[src/rtl/zero_skip_dot_seq_pkg.sv]
// Shared widths and FSM state codes for the zero-skip dot-product sequencer.
package zero_skip_dot_seq_pkg;

    localparam int OP_W   = 8;
    localparam int PROD_W = 16;
    localparam int CNT_W  = 8;

    typedef logic [1:0] state_t;

    localparam logic [1:0] ST_IDLE  = 2'd0;
    localparam logic [1:0] ST_ISSUE = 2'd1;
    localparam logic [1:0] ST_DRAIN = 2'd2;
    localparam logic [1:0] ST_DONE  = 2'd3;

endpackage

[src/rtl/zero_skip_dot_seq_sat.sv]
// sat_acc: ACC_W-wide unsigned add of a zero-extended product, clamped to all-ones on carry-out.
module sat_acc
    import zero_skip_dot_seq_pkg::*;
#(
    parameter int ACC_W = 24
) (
    input  logic [ACC_W-1:0]  acc,
    input  logic [PROD_W-1:0] addend,
    output logic [ACC_W-1:0]  sum,
    output logic              overflow
);

    logic [ACC_W:0] wide;

    always_comb begin
        wide     = {1'b0, acc} + {{(ACC_W + 1 - PROD_W){1'b0}}, addend};
        overflow = wide[ACC_W];
        sum      = overflow ? {ACC_W{1'b1}} : wide[ACC_W-1:0];
    end

endmodule

[src/rtl/zero_skip_dot_seq.sv]
// Dot-product sequencer: feeds operand pairs to an external zero-detect multiplier
// and accumulates the returned products with saturation.
module zero_skip_dot_seq
    import zero_skip_dot_seq_pkg::*;
#(
    parameter int ACC_W   = 24,
    parameter int MAX_LEN = 255
) (
    input  logic              clk,
    input  logic              rst,
    input  logic              start,
    input  logic [CNT_W-1:0]  len,
    input  logic              in_valid,
    output logic              in_ready,
    input  logic [OP_W-1:0]   in_a,
    input  logic [OP_W-1:0]   in_b,
    output logic              mul_valid_in,
    output logic [OP_W-1:0]   mul_a,
    output logic [OP_W-1:0]   mul_b,
    input  logic [PROD_W-1:0] mul_result,
    input  logic              mul_skipped,
    input  logic              mul_valid_out,
    output logic              busy,
    output logic              done,
    output logic [ACC_W-1:0]  dot,
    output logic [CNT_W-1:0]  skip_count,
    output logic              overflow,
    output state_t            state
);

    localparam logic [CNT_W-1:0] MAX_LEN_C = CNT_W'(MAX_LEN);
    localparam logic [CNT_W-1:0] ONE       = CNT_W'(1);

    logic [CNT_W-1:0] len_q;
    logic [CNT_W-1:0] len_eff;
    logic [CNT_W-1:0] issued;
    logic [CNT_W-1:0] received;
    logic             handshake;
    logic             acc_en;
    logic [ACC_W-1:0] acc_sum;
    logic             acc_ovf;

    // A pair transfers on any cycle where in_valid and in_ready are both high;
    // in_ready does not depend on in_valid, and in_valid may drop at any time to stall.
    assign in_ready  = (state == ST_ISSUE) && (issued < len_q);
    assign handshake = in_valid && in_ready;
    assign len_eff   = (len > MAX_LEN_C) ? MAX_LEN_C : len;
    assign busy      = (state != ST_IDLE);
    assign done      = (state == ST_DONE);

    // Products arriving while idle or finished are stale (e.g. issued before a reset).
    assign acc_en = mul_valid_out && ((state == ST_ISSUE) || (state == ST_DRAIN));

    sat_acc #(
        .ACC_W(ACC_W)
    ) u_sat_acc (
        .acc      (dot),
        .addend   (mul_result),
        .sum      (acc_sum),
        .overflow (acc_ovf)
    );

    always_ff @(posedge clk) begin
        if (rst) begin
            state        <= ST_IDLE;
            len_q        <= '0;
            issued       <= '0;
            received     <= '0;
            mul_valid_in <= 1'b0;
            mul_a        <= '0;
            mul_b        <= '0;
            dot          <= '0;
            skip_count   <= '0;
            overflow     <= 1'b0;
        end else begin
            mul_valid_in <= handshake;
            if (handshake) begin
                mul_a  <= in_a;
                mul_b  <= in_b;
                issued <= issued + ONE;
            end
            if (acc_en) begin
                dot      <= acc_sum;
                overflow <= overflow | acc_ovf;
                received <= received + ONE;
                if (mul_skipped) begin
                    skip_count <= skip_count + ONE;
                end
            end

            case (state)
                ST_IDLE: begin
                    if (start) begin
                        len_q      <= len_eff;
                        issued     <= '0;
                        received   <= '0;
                        dot        <= '0;
                        skip_count <= '0;
                        overflow   <= 1'b0;
                        state      <= (len_eff == '0) ? ST_DONE : ST_ISSUE;
                    end
                end
                ST_ISSUE: begin
                    if (handshake && (issued + ONE == len_q)) begin
                        state <= ST_DRAIN;
                    end
                end
                ST_DRAIN: begin
                    if (acc_en && (received + ONE == len_q)) begin
                        state <= ST_DONE;
                    end
                end
                ST_DONE: begin
                    state <= ST_IDLE;
                end
                default: begin
                    state <= ST_IDLE;
                end
            endcase
        end
    end

endmodule

[config.mk]
export PLATFORM = sky130hd
export DESIGN_NAME = zero_skip_dot_seq
export DESIGN_NICKNAME = d
export VERILOG_FILES = /design/src/rtl/zero_skip_dot_seq_pkg.sv /design/src/rtl/zero_skip_dot_seq_sat.sv /design/src/rtl/zero_skip_dot_seq.sv
export SDC_FILE = /design/constraint.sdc
export NUM_CORES = 1
export LEC_CHECK = 0
export BUFFER_PORTS_ARGS = -buffer_cell sky130_fd_sc_hd__buf_2
export CORE_UTILIZATION = 59
export DETAILED_ROUTE_END_ITERATION = 16
export PLACE_DENSITY = 0.86
export SYNTH_ARGS = -nofsm -noshare
export SYNTH_HDL_FRONTEND = slang
export SYNTH_SLANG_ARGS = --single-unit
[constraint.sdc]
create_clock -name clk -period 8.4 [get_ports clk]
set_input_delay 1.68 -clock clk [delete_from_list [all_inputs] [get_ports clk]]
set_output_delay 1.68 -clock clk [all_outputs]
set_load 0.1 [all_outputs]
==> reports/qor.csv <==
stage;metric;value;unit
worst_setup_path;critical setup path kind;flip-flop to primary output;
timing;count of final setup violators;0;
power;total power;1.45;mW
synth;top cell type's share of synthesized area;34.7;%
die;Initial Utilization;60.8;%
worst_setup_path;Worst Setup End Kind;primary output;
synth;largest cells by area after synthesis;dfxtp_1, ha_1, xnor2_1;
timing;Worst Tran Pin Value;1.28;ns
die;chip width;88.2;microns
synth;synthesized flop and latch total;76;
global_route;GRT Overall Usage;28.1;%
timing;RSZ-0062 raised after global routing;no;
synth;most frequent cells after synthesis;dfxtp_1, nand2_1, a21oi_1, nor2_1, xnor2_1;
cells_and_area;layout cells sized above 1;20.4;%
outcome;status;completed;
die;DIE AREA;7780;sq um
global_route;global-route wire length before repair;17.1;mm
synth;syn_nets;619;
clocking;Setup Buffers After CTS;0;
min_path;hold wc startpoint;mul_a[4];
cells_and_area;Layout Utilization;71.0;%
die;Die H;88.2;microns
timing;Final Hold Fails;0;
global_route;grt total ovfl;0;
min_path;class of the worst hold path;flip-flop to flip-flop;
timing;setup tns final;0;ns
clocking;CTS sink count;76;
synth;post-synthesis cell type count;53;
power;Pwr Density;282;nW/um^2
worst_setup_path;CP Max Fanout;4;
route;final wirelength;10.7;mm
placement;routability congestion estimate;0.885;
synth;Seq/Total Area, Yosys;34.7;%
timing;WHS;0.455;ns
route;Vias;4268;
synth;ys async rst share;0;%
worst_setup_path;RR Startpoint;dot[0];
worst_setup_path;WP data required;6.72;ns
power;Peak VDD IR;0.000187;V
synth;Synth Instances;540;
die;# IOs;101;
cells_and_area;Area Overhead vs Synth;16.9;%
timing;final period utilization;50.5;%
clocking;CTS tree;yes;
worst_setup_path;worst endpoint data arrival time;2.56;ns
clocking;Skew-Pair Late Insertion Delay;0.35;ns
clocking;Clk Tree Root Cell;clkbuf_8;
worst_setup_path;crit start category;flip-flop;
route;WL per Instance;14.6;microns
cells_and_area;fin nets;710;
timing;slew margin rel.;14.2;%
synth;Synth area leader;dfxtp_1;
job;max-cap violations;0;
synth;Mapped Avg Cell Area;8.12;sq um
synth;EDFF count, synth;0;
cells_and_area;Antenna diodes;0;
power;leakage;2.22;nW
timing;fmax;0.236;GHz
clocking;# resized after CTS;0;
clocking;Clock Pin Slew Worst Setup and Hold Paths;0.09;ns
placement;hpwl dp;8.02;mm
route;DRT Pass-1 Iters;5;
worst_setup_path;Worst Setup SP;len_q[1];
placement;IO buf count;100;
synth;ys flop type;dfxtp_1;
synth;Synth Cell Area;4380;sq um
clocking;H-tree Lvls;3;
synth;top-count cell post-synth;dfxtp_1;
route;Initial DRC Count;221;
global_route;antenna violations before repair;0;
route;detail-routed via count per cell;5.81;
timing;Final Max Tran Viols;0;
clocking;Longest Clk Path Bufs;2;
die;core area;7210;sq um
clocking;Hold-fix buffers, CTS;0;
global_route;number of global-route vias before repair;3748;
synth;synth warn;0;
die;cell row count;31;
clocking;Num CTS Buffers;9;
timing;skew final;0.0113;ns
global_route;largest net degree at the start of global routing;36;
timing;fin crit period;4.24;ns
route;Routed Antenna Nets;0;
route;DR DRC count;0;
logic make-up (layout without fill, tap and decap cells):
family / count (synthesis) / after routing / synth area share (%)
buffers and inverters: 42 / 138 / 3.60
multiplexers: 3 / 3 / 0.685
flip-flops: 76 / 76 / 34.7
AND/OR/NAND/NOR: 205 / 205 / 22.1
adder cells (fa/ha/maj): 33 / 33 / 9.59
AO/OA/AOI/OAI: 133 / 133 / 19.7
XOR/XNOR: 48 / 48 / 9.59
sequential cells by signal, summed over array words and instances, names as in the netlist:
signal	count
mul_valid_in	1
dot	24
state	2
len_q	8
mul_a	8
skip_count	8
mul_b	8
issued	8
overflow	1
received	8
cell type report:
type | instances | area, sq um
sequential | 76 | 1520
tap | 99 | 124
timing repair buffer | 102 | 515
multi-input combinational | 422 | 2710
fill | 604 | 2090
clock buffer | 9 | 124
inverter | 20 | 75.1
clock inverter | 7 | 58.8
path summary, 6_finish.rpt:
kind	cells past startpoint	slack, ns	endpoint
setup reg to reg	8	5.35	dot[12]
hold / removal	2	0.46	mul_a[4]
hold reg to reg	2	0.46	mul_a[4]
setup / recovery	8	4.16	in_ready
power breakdown:
group / switching, mW / internal [mW] / leakage [nW]
sequential: 0.0397 / 0.401 / 0.616
combinational: 0.552 / 0.195 / 1.52
clock: 0.147 / 0.111 / 0.0868
total: 0.738 / 0.708 / 2.22
layer usage:
metal	vias to the layer above	part of all wire (%)	wire [microns]	GRT usage [%]
li1	2107	-	-	-
met1	1990	44	4740	36.4
met2	152	48	5160	46.4
met3	19	5.5	584	4.43
met4	0	2.0	210	11.9
met5	-	0	0	0
through the flow:
step	std cells	setup slack [ns]	instance area [sq um]
2_1_floorplan	540	4.42	4380
4_1_cts	735	4.19	5120
3_5_place_dp	719	3.90	4940
3_3_place_gp	719	4.00	4940
5_1_grt	735	4.06	5120
6_report	735	4.16	5120
critical path, stage by stage, from the launching register on:
cell	delay, ns
dfxtp_1	0.43
inv_1	0.07
ha_1	0.29
nor2b_1	0.13
o21a_1	0.16
o21ai_0	0.25
a21o_1	0.22
and4b_1	0.21
buf_2	0.42
placed cells by master, fill, tap and decap left out, drive strengths merged, types with 3 or more instances in the layout:
cell type	count
dfxtp	76
nand4	12
inv	23
ha	32
mux2i	3
o21a	4
nand2	63
o22ai	5
and3	7
nor4	4
a21o	12
o21bai	3
a311oi	4
buf	102
or3	4
a31oi	8
clkbuf	9
nand3	23
o211a	3
a221oi	3
and2	6
a21oi	51
nor2	50
xor2	14
xnor2	34
nor3	18
o211ai	3
o21ai	19
o221a	3
or2	3
nor2b	8
Power figures use the tool's default switching activity.
